## config.mk

```make
export PLATFORM = sky130hd
export DESIGN_NAME = four_bit_up_down_counter
export DESIGN_NICKNAME = d
export VERILOG_FILES = /design/src/rtl/four_bit_up_down_counter.sv
export SDC_FILE = /design/constraint.sdc
export NUM_CORES = 1
export LEC_CHECK = 0
export ABC_AREA = 1
export BUFFER_PORTS_ARGS = -buffer_cell sky130_fd_sc_hd__buf_2
export CORE_AREA = 2 2 39 41
export CTS_CLUSTER_SIZE = 14
export DETAILED_ROUTE_END_ITERATION = 16
export DIE_AREA = 0 0 41 43
export HOLD_SLACK_MARGIN = 0.06
export SLEW_MARGIN = 15
export SYNTH_ARGS = -nofsm -noshare
export SYNTH_HDL_FRONTEND = slang
export SYNTH_SLANG_ARGS = --single-unit
```

## constraint.sdc

```tcl
create_clock -name CLK -period 2.2 [get_ports CLK]
set_input_delay 0.55 -clock CLK [delete_from_list [all_inputs] [get_ports CLK]]
set_output_delay 0.55 -clock CLK [all_outputs]
set_load 0.02 [all_outputs]
```

## src/rtl/four_bit_up_down_counter.sv

```systemverilog
// Synchronous binary up/down counter with synchronous clear.
// Count is the state register itself, so it changes only on a rising CLK edge.
module four_bit_up_down_counter #(
  parameter int WIDTH = 4
) (
  input  logic             CLK,
  input  logic             UD,
  output logic [WIDTH-1:0] Count,
  input  logic             Clear
);

  // Initialised so simulation shows a defined value before the first Clear.
  logic [WIDTH-1:0] countReg = '0;

  // Clear outranks direction; there is no hold state, and wrap-around is the
  // natural modulo-2^WIDTH behaviour of the adder.
  always_ff @(posedge CLK) begin
    if (Clear)
      countReg <= '0;
    else if (UD)
      countReg <= countReg + 1'b1;
    else
      countReg <= countReg - 1'b1;
  end

  assign Count = countReg;

endmodule

```

[After elaboration in Yosys (flattened, before gate mapping)]
Index checks and enable logic that the tools add are counted.
Operators by class
  equal/unequal tests: 0
  divide/modulo/power cells: 0
  muxes and demuxes: 1
  shift operators: 0
  bitwise gates (word level): 0
  $add $sub $neg: 2
  $mul: 0
  reduce and logical (&&, ||, !) cells: 0
  $lt $le $gt $ge: 0
Operators with widths (number)
  adder 4 x 1 -> 4 bit (second input constant): 1
  2-to-1 mux 4 bit: 1
  subtractor 4 x 1 -> 4 bit (second input constant): 1
Storage, ports and cells
  bits in read-only memories: 0
  register bits after elaboration: 4
  latch bits: 0
  input port bits: 3
  output and inout bits: 4
  memory bits (writable): 0
  word-level logic and storage cells: 4
  memories kept: 0

[Longest topological paths before layout]
Gate-level depths: netlist of run 1.
  depth after elaboration: 2
  gate-level depth with buffers: 7
  depth with buffers taken out: 7

[Worst setup path before layout of run 1]
No wires, ideal clock.
  path type: input port to flip-flop
  start: in UD
  end: reg countReg[3] (netlist: Count[3])
  arrival time: 1.345 ns
  cell stages on the path: 5
  library setup time: 0.115 ns
  setup slack: 0.740 ns
  buffers on the path: 0
  path through: inv_1 > ha_1 > or2_1 > a21oi_1 > nor2_1
Between the ends
  cells in the longest elaborated chain, start to end: 1
RTL lines
  from (decl): line 7  | input logic UD,
  2-to-1 mux 4 bit: line 20  | else if (UD)
  to (signal assigned): line 21  | countReg <= countReg + 1'b1;
  to (signal assigned): line 23  | countReg <= countReg - 1'b1;
  to (decl): line 13  | logic [WIDTH-1:0] countReg = '0;
No other way between the ends.
A chain may end at the register's enable or synchronous reset.

[Worst setup path after layout of run 1]
Ends and elaborated chain as after synthesis.

==> results of run 1 <==
## power breakdown
group / internal (W) / total [W] / leakage [nW] / switching [W]
Sequential: 0.0000862 / 0.0000955 / 0.0334 / 0.00000932
Clock: 0.0000608 / 0.0000878 / 0.0138 / 0.0000269
Combinational: 0.0000363 / 0.0000896 / 0.107 / 0.0000534
Total: 0.000183 / 0.000273 / 0.154 / 0.0000896
## cell usage after synthesis
library cell / instances / area (um2)
nand2_1: 6 / 22.52
nor2_1: 5 / 18.77
dfxtp_1: 4 / 80.08
inv_1: 4 / 15.01
ha_1: 2 / 25.02
a21oi_1: 1 / 5.000
fa_1: 1 / 20.02
nand3_2: 1 / 10.01
or2_1: 1 / 6.260
xnor2_1: 1 / 8.760
## area by class of cell
type                            instances  area share, %
Clock buffer                            3          7.930
Inverter                                4          5.286
Multi-Input combinational cell         18          40.97
Sequential cell                         4          28.19
Tap cell                               16          7.048
Timing Repair Buffer                    6          10.57
## kinds of logic (layout without fill, tap and decap cells)
family          count (synthesis)  count (layout)  share of synthesized area, %
buf+inv                         4              13                         7.099
compound gates                  1               1                         2.365
fa+ha+maj                       3               3                         21.30
xor+xnor                        1               1                         4.143
flops                           4               4                         37.87
simple gates                   13              13                         27.22
## cell usage in the layout, fill, tap and decap left out
cell	count
inv_1	4
nand2_1	6
nand3_2	1
fa_1	1
ha_1	2
buf_2	6
xnor2_1	1
dfxtp_1	4
clkbuf_4	3
a21oi_1	1
or2_1	1
nor2_1	5
## worst paths after layout
kind              startpoint  endpoint  slack (ns)
setup / recovery          UD  Count[3]        0.78
hold / removal      Count[0]  Count[0]        0.47
setup reg to reg    Count[2]  Count[3]        1.01
hold reg to reg     Count[0]  Count[0]        0.47
## worst max-delay path: cells and delay by family
kind	cells	cell delay [ns]
adder cells (fa/ha/maj)	1	0.28
buffers and inverters	2	0.23
AND/OR/NAND/NOR	2	0.30
AO/OA/AOI/OAI	1	0.17
## metal layers
metal / vias up / track usage [%] / part of all wire [%]
met2: 3 / 8.438 / 55
met5: - / 0 / 0
li1: 98 / - / -
met3: 0 / 1.571 / 4.3
met1: 80 / 6.796 / 40
met4: 0 / 10.00 / 0
## per-stage QoR
stage | cell area [um2] | std cells | hold WS [ns] | total power, W
4_1_cts | 284.0 | 51 | 0.4821 | 0.0002818
6_report | 284.0 | 51 | 0.4711 | 0.0002729
2_1_floorplan | 211.5 | 26 | 0.5313 | 0.0001612
3_3_place_gp | 261.5 | 48 | 0.4627 | 0.0001833
5_1_grt | 284.0 | 51 | 0.4955 | 0.0002993
3_5_place_dp | 261.5 | 48 | 0.4742 | 0.0001881
==> impl_metrics.ini, run 1 <==
[critical_path]
cp_cell_sequence = buf_2, inv_1, ha_1, or2_1, a21oi_1, nor2_1
path_class = in -> reg
crit_path_end_kind = flip-flop
start_kind = primary input
cp_max_fo = 4
critPathRequiredTime_ns = 2.32
critPathArrivalTime_ns = 1.54
max_stage_delay_ns = 0.28
cp_slowest_cell = ha_1
reg2reg_depth = 4

[run_status]
outcome = complete, no violations

[clock_network]
cts_hold_buf = 0
clock-sinks = 4
cts_made_buffers = 3
cts_tree = done
clockRootBuffer = clkbuf_4
cts_setup_buffers = 0
clk_transition_reported_paths_ns = 0.04
max-clock-path-buffers = 2
htreeDepth = 1
insertion_delay_ns = 0.23
cts_resized = 0

[min_path]
hold_class = reg -> reg
hold_path_depth = 1

[sta]
fmaxAchievable_mhz = 706.1
worst_slew_pin_slew_ns = 0.1608
post-route-min-period_ns = 1.416
setup_ws_ns = 0.7838
hold_viol = 0
timing.final.crit_share_pct = 64.37
setup_tns_ns = 0
finClkSkew_ns = 0.002829
rsz0062_at_grt = no
final-max-slew-violation-count = 0
final-setup-viol-count = 0
maxSlewHeadroom_pct = 89.27

[die]
die_area_um2 = 1763
ios = 7
core_um2 = 1384
die_w_um = 41
die_y_um = 43
initial_core_util_pct = 15.28
rows = 14

[detailed_routing]
via_per_inst = 3.549
drtAntennaViolNets = 0
wl_per_cell_um = 7.824
drc = 0
dr_total_vias = 181
first_pass_iters = 2
drt_iter0_drc = 1
routed_wl_um = 399

[synthesis]
synth_seq_cells = 4
synth-seq-area-share_pct = 37.87
syn-instance-count = 26
synth.distinct_cells = 10
syn_nets = 32
syn_avg_cell_area_um2 = 8.133
yosys_warnings = 0
syn_area_um2 = 211.5

[global_routing]
grt_max_degree = 5
grt_pass1_wl_um = 696
grtUsageTotal_pct = 6.640
grt_pass1_vias = 188
grt_antenna_before_repair = 0
grt_overflow = 0

[cells_and_area]
fillCellCount = 162
largest_reg_flops = 4
n_antenna_cell = 0
regArea_um2 = 80.08
utilization_pct = 20.52
multi_input_area_um2 = 116.4
syn_to_final_growth_pct = 34.32
final_layout_size_suffix_gt1_share_pct = 28.57
fin_nets = 43

[job]
drv_cap = 0

[pwr]
peakVddDrop_v = 0.0002091
p_leak_nw = 0.1541
power.density_nw_per_um2 = 960.8

[place]
hpwlAfterDp_um = 339.2
dpl_worst_slack_ns = 0.5320
portBuffers = 6
gp_congestion = 0.7347
Note: power is estimated with default switching activity, not from simulation.
==> inputs of run 2 (changes only) <==
==> constraint.sdc (replaced) <==
create_clock -name CLK -period 1.4 [get_ports CLK]
set_input_delay 0.35 -clock CLK [delete_from_list [all_inputs] [get_ports CLK]]
set_output_delay 0.35 -clock CLK [all_outputs]
set_load 0.02 [all_outputs]
==> run 2 against run 1 <==
Flip-flop and latch count did not move; register-to-register slack got worse by 0.74 ns; critical path type unchanged; first-iteration DRC count did not move; hold slack got worse by 0.15 ns.
==> impl_metrics.ini, run 2 (same netlist as run 1, synthesis figures left out) <==
[run_status]
outcome = complete, no violations

[clock_network]
cts_made_buffers = 3
insertion_delay_ns = 0.23
clk_transition_reported_paths_ns = 0.03
htreeDepth = 1
cts_resized = 0
cts_tree = done
max-clock-path-buffers = 2
clock-sinks = 4
cts_setup_buffers = 0
clockRootBuffer = clkbuf_4
cts_hold_buf = 0

[cells_and_area]
layout_common_cells = 6 x nand2_1, 6 x buf_2, 5 x nor2_1
fin_area_um2 = 291.5
fin_nets = 44
fillCellCount = 157
largest_reg_flops = 4
n_antenna_cell = 0
syn_to_final_growth_pct = 37.87
final_layout_size_suffix_gt1_share_pct = 30.56

[sta]
hold_viol = 0
setup_ws_ns = 0.2309
final-setup-viol-count = 0
fmaxAchievable_mhz = 855.4
timing.final.crit_share_pct = 83.51
post-route-min-period_ns = 1.169
final-max-slew-violation-count = 0
maxSlewHeadroom_pct = 89.04
setup_tns_ns = 0
finClkSkew_ns = 0.001573
worst_slew_pin_slew_ns = 0.1642
rsz0062_at_grt = no

[critical_path]
start_kind = primary input
crit_path_end_kind = flip-flop
path_class = in -> reg
critPathArrivalTime_ns = 1.29
cp_max_fo = 4
critPathRequiredTime_ns = 1.52

[die]
die_w_um = 41
die_y_um = 43
ios = 7
initial_core_util_pct = 15.28
die_area_um2 = 1763
rows = 14
core_um2 = 1384

[global_routing]
grt_overflow = 0
grtUsageTotal_pct = 5.332
grt_antenna_before_repair = 0
grt_max_degree = 5
grt_pass1_wl_um = 545
grt_pass1_vias = 158

[detailed_routing]
wl_per_cell_um = 6.404
routed_wl_um = 333
first_pass_iters = 2
drt_iter0_drc = 1
via_per_inst = 3.538
dr_total_vias = 184
drtAntennaViolNets = 0
drc = 0

[pwr]
p_leak_nw = 0.1589
peakVddDrop_v = 0.0003140
power.density_nw_per_um2 = 1487

[place]
dpl_cell_area_um2 = 269.0
dpl_worst_slack_ns = -0.01060
gp_congestion = 0.6469
portBuffers = 6
hpwlAfterDp_um = 304.8

[min_path]
hold_class = in -> reg

[job]
drv_cap = 0
[run 2: worst max-delay path, cell delays in order]
cell and delay, ns:
buf_2 0.10, inv_1 0.13, ha_1 0.26, or2_1 0.23, a21oi_1 0.15, nor2_1 0.06
[run 2: path summary, 6_finish.rpt]
path	start	depth (start not counted)	slack [ns]	endpoint
setup / recovery	UD	6	0.23	Count[3]
hold / removal	Clear	2	0.32	Count[0]
setup reg to reg	Count[2]	4	0.27	Count[3]
hold reg to reg	Count[0]	1	0.47	Count[0]
[run 2: per-layer routing]
metal | GRT usage, % | share of wire [%] | wire length [um]
met5 | 0 | 0 | 0
met4 | 10.00 | 0 | 0
met3 | 1.571 | 6.9 | 23
met2 | 5.938 | 56 | 188
met1 | 5.178 | 36 | 121
[run 2: power by group]
group          switching [W]  leakage, nW  total, W  internal, W
sequential         0.0000146       0.0334  0.000150     0.000136
combinational      0.0000824        0.112  0.000148    0.0000653
clock              0.0000402       0.0138  0.000136    0.0000954
total               0.000137        0.159  0.000433     0.000296
[run 2: cell type report]
cell class | count | area [um2] | share of cell area (%)
clock buffer | 3 | 22.52 | 7.725
multi-input combinational | 18 | 116.4 | 39.91
tap | 16 | 20.02 | 6.867
inverter | 4 | 15.01 | 5.150
timing repair buffer | 7 | 37.54 | 12.88
sequential | 4 | 80.08 | 27.47
[run 2: stage by stage]
stage | power (W) | std cells | util [%] | hold slack, ns
after global placement | 0.0002986 | 49 | 19.44 | 0.4648
after global routing | 0.0004734 | 52 | 21.07 | 0.3374
final | 0.0004334 | 52 | 21.07 | 0.3212
after floorplan | 0.0002534 | 26 | - | 0.4167
after CTS | 0.0004460 | 52 | 21.07 | 0.3181
after detailed placement | 0.0003015 | 49 | 19.44 | 0.4732
